<file path="config.mk">
export PLATFORM = sky130hd
export DESIGN_NAME = control_unit
export DESIGN_NICKNAME = d
export VERILOG_FILES = /design/src/rtl/cu_pkg.sv /design/src/rtl/control_decode.sv /design/src/rtl/control_unit.sv
export SDC_FILE = /design/constraint.sdc
export NUM_CORES = 1
export LEC_CHECK = 0
export ABC_CLOCK_PERIOD_IN_PS = 2520
export CORE_ASPECT_RATIO = 1.1
export CORE_MARGIN = 4
export CORE_UTILIZATION = 42
export CTS_CLUSTER_DIAMETER = 120
export DETAILED_ROUTE_END_ITERATION = 6
export GPL_ROUTABILITY_DRIVEN = 1
export GPL_TIMING_DRIVEN = 0
export PLACE_DENSITY = 0.81
export SETUP_SLACK_MARGIN = 0.4
export SLEW_MARGIN = 5
export SYNTH_ARGS = -nofsm -noshare
export SYNTH_HDL_FRONTEND = slang
export SYNTH_SLANG_ARGS = --single-unit
</file>
<file path="constraint.sdc">
create_clock -name clk -period 2.52 [get_ports clk]
set_clock_uncertainty 0.15 [all_clocks]
set_input_delay 0.504 -clock clk [delete_from_list [all_inputs] [get_ports clk]]
set_output_delay 0.504 -clock clk [all_outputs]
set_load 0.005 [all_outputs]
</file>
<file path="src/rtl/cu_pkg.sv">
// Encodings shared by the instruction decoder and its output register.
// Latency: n/a (constants and types only).
// Backpressure: n/a.
//
// Contents: opcode and R-type func constants, ALU op and next-PC select
// encodings, and the packed control bundle carried from decode to the flops.
package cu_pkg;

  // Opcodes, instruction bits [31:26]
  localparam logic [5:0] OP_RTYPE = 6'b000000;
  localparam logic [5:0] OP_ADDI  = 6'b001000;
  localparam logic [5:0] OP_ANDI  = 6'b001001;
  localparam logic [5:0] OP_ORI   = 6'b001010;
  localparam logic [5:0] OP_LOAD  = 6'b001101;
  localparam logic [5:0] OP_STORE = 6'b001110;
  localparam logic [5:0] OP_BEQ   = 6'b001111;
  localparam logic [5:0] OP_BNE   = 6'b010000;
  localparam logic [5:0] OP_JUMP  = 6'b010010;

  // R-type function field, instruction bits [5:0]
  localparam logic [5:0] FN_ADD = 6'b000001;
  localparam logic [5:0] FN_SUB = 6'b000010;
  localparam logic [5:0] FN_AND = 6'b000011;
  localparam logic [5:0] FN_OR  = 6'b000100;
  localparam logic [5:0] FN_SLL = 6'b000101;
  localparam logic [5:0] FN_SRL = 6'b000110;
  localparam logic [5:0] FN_SRA = 6'b000111;

  // ALU operation select
  localparam logic [2:0] ALU_ADD = 3'b000;
  localparam logic [2:0] ALU_SUB = 3'b001;
  localparam logic [2:0] ALU_AND = 3'b010;
  localparam logic [2:0] ALU_OR  = 3'b011;
  localparam logic [2:0] ALU_SLL = 3'b100;
  localparam logic [2:0] ALU_SRL = 3'b101;
  localparam logic [2:0] ALU_SRA = 3'b110;

  // Next-PC select
  localparam logic [1:0] PC_SEQ    = 2'b00;
  localparam logic [1:0] PC_BRANCH = 2'b01;
  localparam logic [1:0] PC_RSVD   = 2'b10;
  localparam logic [1:0] PC_JUMP   = 2'b11;

  // Control bundle; all-zero is the NOP / reset value.
  typedef struct packed {
    logic       wreg;
    logic       m2reg;
    logic       wmem;
    logic [2:0] aluc;
    logic       regrt;
    logic       aluimm;
    logic       sext;
    logic       shift;
    logic [1:0] pcsource;
    logic       illegal;
  } ctrl_t;

endpackage

</file>
<file path="src/rtl/control_decode.sv">
// Combinational op/func/branch-flag decode into the datapath control bundle.
// Latency: 0 cycles (pure combinational).
// Backpressure: none; evaluates every cycle.
//
// Ports: op (6) opcode, func (6) R-type function, rsrtequ (1) rs==rt flag,
//        ctrl_o (ctrl_t) decoded controls.
module control_decode
  import cu_pkg::*;
(
  input  logic [5:0] op,
  input  logic [5:0] func,
  input  logic       rsrtequ,
  output ctrl_t      ctrl_o
);

  always_comb begin
    ctrl_o = '0;
    unique case (op)
      OP_RTYPE: begin
        ctrl_o.wreg = 1'b1;
        unique case (func)
          FN_ADD: ctrl_o.aluc = ALU_ADD;
          FN_SUB: ctrl_o.aluc = ALU_SUB;
          FN_AND: ctrl_o.aluc = ALU_AND;
          FN_OR:  ctrl_o.aluc = ALU_OR;
          FN_SLL: begin ctrl_o.aluc = ALU_SLL; ctrl_o.shift = 1'b1; end
          FN_SRL: begin ctrl_o.aluc = ALU_SRL; ctrl_o.shift = 1'b1; end
          FN_SRA: begin ctrl_o.aluc = ALU_SRA; ctrl_o.shift = 1'b1; end
          default: begin
            // Unknown func: squash the write enable set above.
            ctrl_o         = '0;
            ctrl_o.illegal = 1'b1;
          end
        endcase
      end
      OP_ADDI: begin
        ctrl_o.wreg   = 1'b1;
        ctrl_o.regrt  = 1'b1;
        ctrl_o.aluimm = 1'b1;
        ctrl_o.sext   = 1'b1;
        ctrl_o.aluc   = ALU_ADD;
      end
      OP_ANDI: begin
        ctrl_o.wreg   = 1'b1;
        ctrl_o.regrt  = 1'b1;
        ctrl_o.aluimm = 1'b1;
        ctrl_o.aluc   = ALU_AND;
      end
      OP_ORI: begin
        ctrl_o.wreg   = 1'b1;
        ctrl_o.regrt  = 1'b1;
        ctrl_o.aluimm = 1'b1;
        ctrl_o.aluc   = ALU_OR;
      end
      OP_LOAD: begin
        ctrl_o.wreg   = 1'b1;
        ctrl_o.m2reg  = 1'b1;
        ctrl_o.regrt  = 1'b1;
        ctrl_o.aluimm = 1'b1;
        ctrl_o.sext   = 1'b1;
        ctrl_o.aluc   = ALU_ADD;
      end
      OP_STORE: begin
        ctrl_o.wmem   = 1'b1;
        ctrl_o.aluimm = 1'b1;
        ctrl_o.sext   = 1'b1;
        ctrl_o.aluc   = ALU_ADD;
      end
      OP_BEQ: begin
        ctrl_o.sext     = 1'b1;
        ctrl_o.aluc     = ALU_SUB;
        ctrl_o.pcsource = rsrtequ ? PC_BRANCH : PC_SEQ;
      end
      OP_BNE: begin
        ctrl_o.sext     = 1'b1;
        ctrl_o.aluc     = ALU_SUB;
        ctrl_o.pcsource = rsrtequ ? PC_SEQ : PC_BRANCH;
      end
      OP_JUMP: begin
        ctrl_o.pcsource = PC_JUMP;
      end
      default: begin
        ctrl_o.illegal = 1'b1;
      end
    endcase
  end

endmodule

</file>
<file path="src/rtl/control_unit.sv">
// Main instruction decoder: op/func/rsrtequ decode captured in output flops.
// Latency: 1 cycle from op/func/rsrtequ to every output.
// Backpressure: none; a new decode is registered every clock.
//
// Ports: clk, rst_n (sync, active-low); op, func, rsrtequ in;
//        wreg, m2reg, wmem, aluc, regrt, aluimm, sext, shift, pcsource, illegal out.
module control_unit
  import cu_pkg::*;
(
  input  logic       clk,
  input  logic       rst_n,
  input  logic [5:0] op,
  input  logic [5:0] func,
  input  logic       rsrtequ,
  output logic       wreg,
  output logic       m2reg,
  output logic       wmem,
  output logic [2:0] aluc,
  output logic       regrt,
  output logic       aluimm,
  output logic       sext,
  output logic       shift,
  output logic [1:0] pcsource,
  output logic       illegal
);

  ctrl_t ctrl_d;
  ctrl_t ctrl_q;

  control_decode u_decode (
    .op      (op),
    .func    (func),
    .rsrtequ (rsrtequ),
    .ctrl_o  (ctrl_d)
  );

  // Reset loads the all-zero NOP bundle.
  always_ff @(posedge clk) begin
    if (!rst_n) begin
      ctrl_q <= '0;
    end else begin
      ctrl_q <= ctrl_d;
    end
  end

  assign wreg     = ctrl_q.wreg;
  assign m2reg    = ctrl_q.m2reg;
  assign wmem     = ctrl_q.wmem;
  assign aluc     = ctrl_q.aluc;
  assign regrt    = ctrl_q.regrt;
  assign aluimm   = ctrl_q.aluimm;
  assign sext     = ctrl_q.sext;
  assign shift    = ctrl_q.shift;
  assign pcsource = ctrl_q.pcsource;
  assign illegal  = ctrl_q.illegal;

endmodule

</file>
* Word-level counts from Yosys, hierarchy flattened
Index checks and enable logic that the tools add are counted.
Word-level totals: bits in registers 13, word-level logic and storage cells 49
Cells by class: equality and inequality tests 15, multiplexer cells 15, reductions and logical operators 9
Operators with widths (count):
- $eq A6 B4 Y1 const B | 6
- $eq A6 B3 Y1 const B | 4
- $pmux W3 S6 | 1
- $eq A6 B2 Y1 const B | 2
- $eq A6 B5 Y1 const B | 2
- $pmux W3 S4 | 1
- $reduce_or A5 Y1 | 2
- $pmux W1 S2 | 4
- $pmux W2 S4 | 1
- $reduce_or A8 Y1 | 1
- $mux W1 | 7
- $reduce_or A7 Y1 | 1
- $eq A6 B1 Y1 const B | 1
- $logic_not A6 Y1 | 1
- $reduce_or A4 Y1 | 1
- $mux W3 | 1
- $reduce_or A3 Y1 | 1
- $reduce_and A2 Y1 | 1
- $reduce_or A2 Y1 | 1

* Longest topological paths before layout
Gate-level depths: netlist (run 1).
depth in word-level cells 4, mapped depth 5, depth with buffers taken out 4

* Modules after synthesis
Synthesis (run 1) repeated with hierarchy kept, for this count alone.
Second synthesis, totals: cells, all modules 75, area, all modules 708.2 um2
Modules (own cells, without submodules):
- control_unit | instances 1, cells an instance 27, area each 364.1 um2, sequential area each 260.2 um2
- control_decode | instances 1, cells an instance 48, area each 344.1 um2, sequential area each 0.0 um2

* Worst setup path before layout (run 1)
OpenSTA, ideal clock, no wires.
kind input -> register, start in op[2], end reg ctrl_q, in the netlist illegal, data arrival time 1.163 ns, required time 2.245 ns, slack 1.082 ns, stages on the path 5, path buffers 1, path through buf_6 -> nor4b_2 -> o21ai_0 -> o311ai_1 -> nor3_1
Between the ends: cells in the longest elaborated chain, start to end 3
Ends and longest elaborated chain:
- from (decl) | line control_unit.sv:12 | input logic [5:0] op,
- $eq A6 B4 Y1 or $eq A6 B5 Y1 (tied branches) | line control_decode.sv:18 | unique case (op)
- $reduce_or A8 Y1 (no line)
- $pmux W1 S2 * | line control_decode.sv:18
- to (signal assigned) | line control_unit.sv:42 | ctrl_q <= ctrl_d;
- to (decl) | line control_unit.sv:28 | ctrl_t ctrl_q;
Mark *: on every way between the ends. The rest lies on a longest branch, timed or not. A chain may end at the register's enable or synchronous reset.

* Worst setup path in the final report (run 1)
start in op[1], end reg ctrl_q, in the netlist illegal
Same word-level chain as after synthesis.

==> out/qor.yml, run 1 <==
die_h_um: 48.1
critical_path_class: "in2reg"
synthesis.area_sq_um: 614
routed_wirelength_mm: 1.19
cpMaxStageDelayCell: "clkdlybuf4s50_1"
ys_warn_count: 0
seq_area_sq_um: 260
drt-wirelength-per-cell_um: 10.4
io_pins: 28
place_area_sq_um: 885
critical_path.max_stage_delay_ns: 0.55
multi_input_area_sq_um: 320
setup_tns_ns: 0
cts_buffers: 3
final_area_sq_um: 911
crit_required_ns: 2.51
max_slew_margin_pct: 79.7
dpl.hpwl_mm: 1.02
p_total_mw: 0.393
cts_resized: 0
yosysMostFrequentCell: "dfxtp_1"
setup_viol: 0
grt_pass1_wl_mm: 1.79
synthArstFlopShare_pct: 0
p_per_area_mw_per_mm2: 431
place_congestion: 0.772
drtIter0Drc: 3
cts_tree: "built"
start_util_pct: 45.0
cts_root_buffer: "clkbuf_4"
htreeDepth: 1
drc: 0
ys_types: 32
status: "finished, final reports clean"
synth_commonest_cells: "13 x dfxtp_1, 11 x nor2_1, 4 x nor2b_1"
synth_top_cell_by_area: "dfxtp_1"
tightest_slew_ns: 0.304
vias: 558
area_growth_pct: 48.3
timing.max_cap.violations: 0
fin_nets: 114
drv_slew: 0
antenna_found_initial: 0
path_cells: "clkdlybuf4s50_1 > nor3_2 > and3_1 > nor2b_1 > nor3_1"
first_global_vias: 477
fin_crit_ns: 1.79
syn_nets: 84
rows: 14
synth_area_leaders: "dfxtp_1 42%, nor2_1 6.7%, nor2b_1 4.1%"
fillers: 115
hold_path.class: "in2reg"
grt-ovfl-total: 0
ant_nets: 0
seq_area_frac_synth_pct: 42.4
path_clk_slew_ns: 0.07
grtUsageMet3_pct: 1.11
core_sq_mm: 0.00137
worstPathMaxFanout: 8
die_x_um: 44.5
worstPathArrival_ns: 1.78
drive_above_1_share_pct: 12.2
grt_max_degree: 11
die_area_sq_mm: 0.00214
synth_top_area_share_pct: 42.4
hold_depth: 2
fmax_mhz: 557
vdd_drop_max_mv: 0.154
cts_hold_buffers: 0
rsz0062_at_grt: "no"
met2_usage_pct: 21.2
via_per_inst: 4.89
antenna_cells: 0
synth-main-ff-cell: "dfxtp_1"
postSynthCellCount: 69
clock_path_buffers: 2
use_met1_pct: 12.2
grt_busiest_layer: "met2"
leakage_nw: 0.331
post_cts_buffers: 0
portBuffers: 25
cts_sinks: 13
cp-end-kind: "flip-flop"
holdWs_ns: 0.330
synth_seq_cells: 13
grt_use_total_pct: 11.3
finalHoldViolations: 0
fin_crit_sh_pct: 71.2
synth-edff-count: 0
dr.pass1.iters: 4
synth_area_per_cell_sq_um: 8.90
startpoint_type: "primary input"
==> routing by layer <==
layer / vias to the layer above / wire length [um]
met4: 0 / 0
li1: 304 / -
met3: 0 / 61
met5: - / 0
met2: 16 / 613
met1: 238 / 513
==> worst max-delay path, delay by kind of cell <==
kind	cells	cell delay (ns)
buffers and inverters	1	0.55
and+or+nand+nor	4	0.73
==> cell usage in the layout (no fill, tap or decap), drive strengths merged, types with 3 or more instances in the layout <==
cell           Yosys  layout
nand2              4       4
dfxtp             13      13
nor3               4       4
nor2b              4       4
nor2              11      11
clkbuf             0       4
buf                3       3
a21oi              3       3
clkdlybuf4s50      0      25
o21ai              5       5
==> layout make-up <==
type                            count  share of cell area [%]
Tap cell                           16                    2.20
Clock buffer                        4                    2.88
Multi-Input combinational cell     51                    35.2
Timing Repair Buffer               25                    27.5
Inverter                            2                   0.824
Sequential cell                    13                    28.6
Buffer                              3                    2.88
==> report_power, final <==
part	leakage (nW)	total [mW]	switching [mW]	internal (mW)
clock	0.0150	0.115	0.0543	0.0610
combinational	0.211	0.0679	0.0297	0.0382
sequential	0.105	0.210	0.000899	0.209
==> state kept, by name (all words and copies together) (netlist names) <==
| register | cells |
|---|---|
| sext | 1 |
| pcsource | 2 |
| aluc | 3 |
| illegal | 1 |
| wreg | 1 |
| wmem | 1 |
| shift | 1 |
| regrt | 1 |
| m2reg | 1 |
| aluimm | 1 |
==> through the flow <==
stage | setup slack [ns] | utilization, % | cells
finish | 0.726 | 66.7 | 114
detailed placement | 0.455 | 64.7 | 110
global route | 0.617 | 66.7 | 114
floorplan | 1.08 | - | 69
global placement | 0.464 | 64.7 | 110
CTS | 0.724 | 66.7 | 114
==> kinds of logic after synthesis <==
logic type / after synthesis / synth area share (%)
flip-flops: 13 / 42.4
AND/OR/NAND/NOR: 34 / 32.4
AO/OA/AOI/OAI: 16 / 18.3
buffers and inverters: 5 / 5.50
XOR/XNOR: 1 / 1.43
==> worst paths after layout <==
path                   to  startpoint  slack [ns]
hold / removal     aluimm       op[2]        0.33
setup / recovery  illegal       op[1]        0.73
Power figures use the tool's default switching activity.
==> inputs of run 2 (changes only) <==
--- a/config.mk
+++ b/config.mk
@@ -5,15 +5,15 @@
 export SDC_FILE = /design/constraint.sdc
 export NUM_CORES = 1
 export LEC_CHECK = 0
-export ABC_CLOCK_PERIOD_IN_PS = 2520
+export ABC_CLOCK_PERIOD_IN_PS = 1600
 export CORE_ASPECT_RATIO = 1.1
 export CORE_MARGIN = 4
-export CORE_UTILIZATION = 42
+export CORE_UTILIZATION = 35
 export CTS_CLUSTER_DIAMETER = 120
 export DETAILED_ROUTE_END_ITERATION = 6
 export GPL_ROUTABILITY_DRIVEN = 1
 export GPL_TIMING_DRIVEN = 0
-export PLACE_DENSITY = 0.81
+export PLACE_DENSITY = 0.72
 export SETUP_SLACK_MARGIN = 0.4
 export SLEW_MARGIN = 5
 export SYNTH_ARGS = -nofsm -noshare
==> constraint.sdc (replaced) <==
create_clock -name clk -period 1.6 [get_ports clk]
set_clock_uncertainty 0.15 [all_clocks]
set_input_delay 0.32 -clock clk [delete_from_list [all_inputs] [get_ports clk]]
set_output_delay 0.32 -clock clk [all_outputs]
set_load 0.005 [all_outputs]
==> run 2 against run 1 <==
Hold slack lost 0.20 ns. Sequential power grew 57%. Via count grew 9.9%. Clock power grew 59%. Clock-buffer cell count is the same. Setup slack lost 0.31 ns. Sequential share of layout area shrank 0.61 points. Non-clock buffer count grew 3. Critical path type unchanged.
==> out/qor.yml, run 2 (same netlist as run 1, synthesis figures left out) <==
mostFrequentLayoutCells: "18 x buf_2, 13 x dfxtp_1, 11 x nor2_1"  # was 25 x clkdlybuf4s50_1, 13 x dfxtp_1, 11 x nor2_1
max_slew_margin_pct: 80.4  # was 79.7%
path_clk_slew_ns: 0.07  # about the same
grt-ovfl-total: 0  # unchanged
drv_slew: 0  # unchanged
cts_root_buffer: "clkbuf_4"  # unchanged
fin_nets: 117  # was 114
place_area_sq_um: 912  # was 885 sq um
largest_reg_flops: 3  # unchanged
final_area_sq_um: 931  # was 911 sq um
rsz0062_at_grt: "yes"  # was no
holdCritStartpoint: "op[2]"  # unchanged
dr.pass1.iters: 4  # unchanged
rows: 15  # was 14
path_cells: "dlygate4sd2_1 > nor4_2 > and3_4 > nor2b_4 > nor3_2"  # was clkdlybuf4s50_1 > nor3_2 > and3_1 > nor2b_1 > nor3_1
p_per_area_mw_per_mm2: 676  # was 431 mW/mm^2
hold_path.class: "in2reg"  # unchanged
start_util_pct: 38.1  # was 45.0%
htreeDepth: 1  # unchanged
vdd_drop_max_mv: 0.237  # was 0.154 mV
fin_crit_sh_pct: 74.3
place_congestion: 0.752  # was 0.772
fin_crit_ns: 1.19
portBuffers: 25  # unchanged
status: "finished, final reports clean"  # unchanged
cp_num_buf_inv: 1  # unchanged
worstPathArrival_ns: 1.18  # was 1.78 ns
antenna_cells: 0  # unchanged
clock_path_buffers: 2  # unchanged
cts_tree: "built"  # unchanged
holdPathEnd: "aluimm"  # unchanged
holdWs_ns: 0.134  # was 0.330 ns
grt_max_degree: 10  # was 11
dp_slack_ns: -0.309  # was 0.455 ns
setup_tns_ns: 0  # unchanged
startpoint_type: "primary input"  # unchanged
p_total_mw: 0.629  # was 0.393 mW
die_area_sq_mm: 0.00249  # was 0.00214 sq mm
final_common_cell: "buf_2"  # was clkdlybuf4s50_1
antenna_found_initial: 0  # unchanged
critical_path_class: "in2reg"  # unchanged
leakage_nw: 0.401  # was 0.331 nW
ant_nets: 0  # unchanged
critPathTopFamily: "simple AND/OR/NAND/NOR gates"  # unchanged
finalHoldViolations: 0  # unchanged
die_x_um: 47.9  # was 44.5 um
grt_use_total_pct: 10.3  # was 11.3%
cts_sinks: 13  # unchanged
drt-wirelength-per-cell_um: 11.2  # was 10.4 um
drc: 0  # unchanged
cp-end-kind: "flip-flop"  # unchanged
crit_required_ns: 1.60  # was 2.51 ns
core_sq_mm: 0.00161  # was 0.00137 sq mm
grt_pass1_wl_mm: 1.91  # was 1.79 mm
io_pins: 28  # unchanged
via_per_inst: 5.19  # was 4.89
first_global_vias: 485  # was 477
fmax_mhz: 842
dpl.hpwl_um: 990  # was 1.02 mm
cpMaxStageDelayCell: "dlygate4sd2_1"  # was clkdlybuf4s50_1
vias: 613  # was 558
worstPathMaxFanout: 3  # was 8
cts_buffers: 3  # unchanged
setup_viol: 0  # unchanged
drtIter0Drc: 10  # was 3
drive_above_1_share_pct: 44.6  # was 12.2%
tightest_slew_ns: 0.293  # was 0.304 ns
timing.max_cap.violations: 0  # unchanged
die_h_um: 51.9  # was 48.1 um
critical_path.max_stage_delay_ns: 0.24  # was 0.55 ns
hold_depth: 2  # unchanged
area_growth_pct: 51.5  # was 48.3%
setup_slack_ns: 0.412  # was 0.726 ns
routed_wirelength_mm: 1.32  # was 1.19 mm
-- run 2: changes by cell type in the layout (fill, tap and decap cells not counted), moves of 2 or more --
| cell | delta |
|---|---|
| nor3_1 | -2 |
| clkdlybuf4s15_1 | +2 |
| clkdlybuf4s50_1 | -24 |
| buf_4 | +2 |
| nor2b_2 | +2 |
| dlygate4sd2_1 | +4 |
| nor2b_1 | -3 |
| nor3_4 | +2 |
| buf_2 | +18 |
-- run 2: per-stage QoR --
| step | utilization (%) | cells |
|---|---|---|
| global route | 57.7 | 118 |
| finish | 57.7 | 118 |
| CTS | 57.2 | 118 |
| detailed placement | 56.5 | 111 |
| global placement | 56.5 | 111 |
| floorplan | - | 69 |
-- run 2: where the power goes --
| group | internal, mW | total, mW | switching [mW] |
|---|---|---|---|
| clock network | 0.0963 | 0.183 | 0.0867 |
| registers | 0.329 | 0.330 | 0.000882 |
| logic | 0.0564 | 0.116 | 0.0598 |
-- run 2: worst max path at each step --
stage	from	endpoint	slack (ns)	cells after the start
after floorplan	op[2]	pcsource[0]	0.38	5
final	func[5]	illegal	0.41	5
after global placement	op[1]	illegal	-0.29	5
after global routing	op[3]	illegal	0.36	6
after detailed placement	op[3]	illegal	-0.31	5
after CTS	func[4]	illegal	0.38	5
-- run 2: timing repair --
| item | in CTS | in global routing |
|---|---|---|
| gates cloned | 0 | 0 |
| pin swaps | 9 | 7 |
| endpoints found under the setup margin | 26 | 8 |
| resized for setup | 84 | 11 |
| hold buffers | 0 | 0 |
| buffers inserted | 3 | 0 |
-- run 2: cell type report --
class / count / area [sq um]
inverters: 2 / 7.51
plain buffers: 3 / 38.8
repair buffers: 28 / 178
fillers: 141 / 683
clock buffers: 4 / 26.3
well taps: 17 / 21.3
flip-flops and latches: 13 / 260
multi-input cells: 51 / 399
-- run 2: per-layer routing --
layer | part of all wire, % | GRT usage, % | wire (um) | up-vias
met1 | 41 | 13.0 | 543 | 275
met4 | 1.4 | 6.73 | 19 | 0
met2 | 49 | 15.9 | 650 | 27
li1 | - | - | - | 309
met3 | 7.8 | 1.04 | 102 | 2
met5 | 0 | 0 | 0 | -
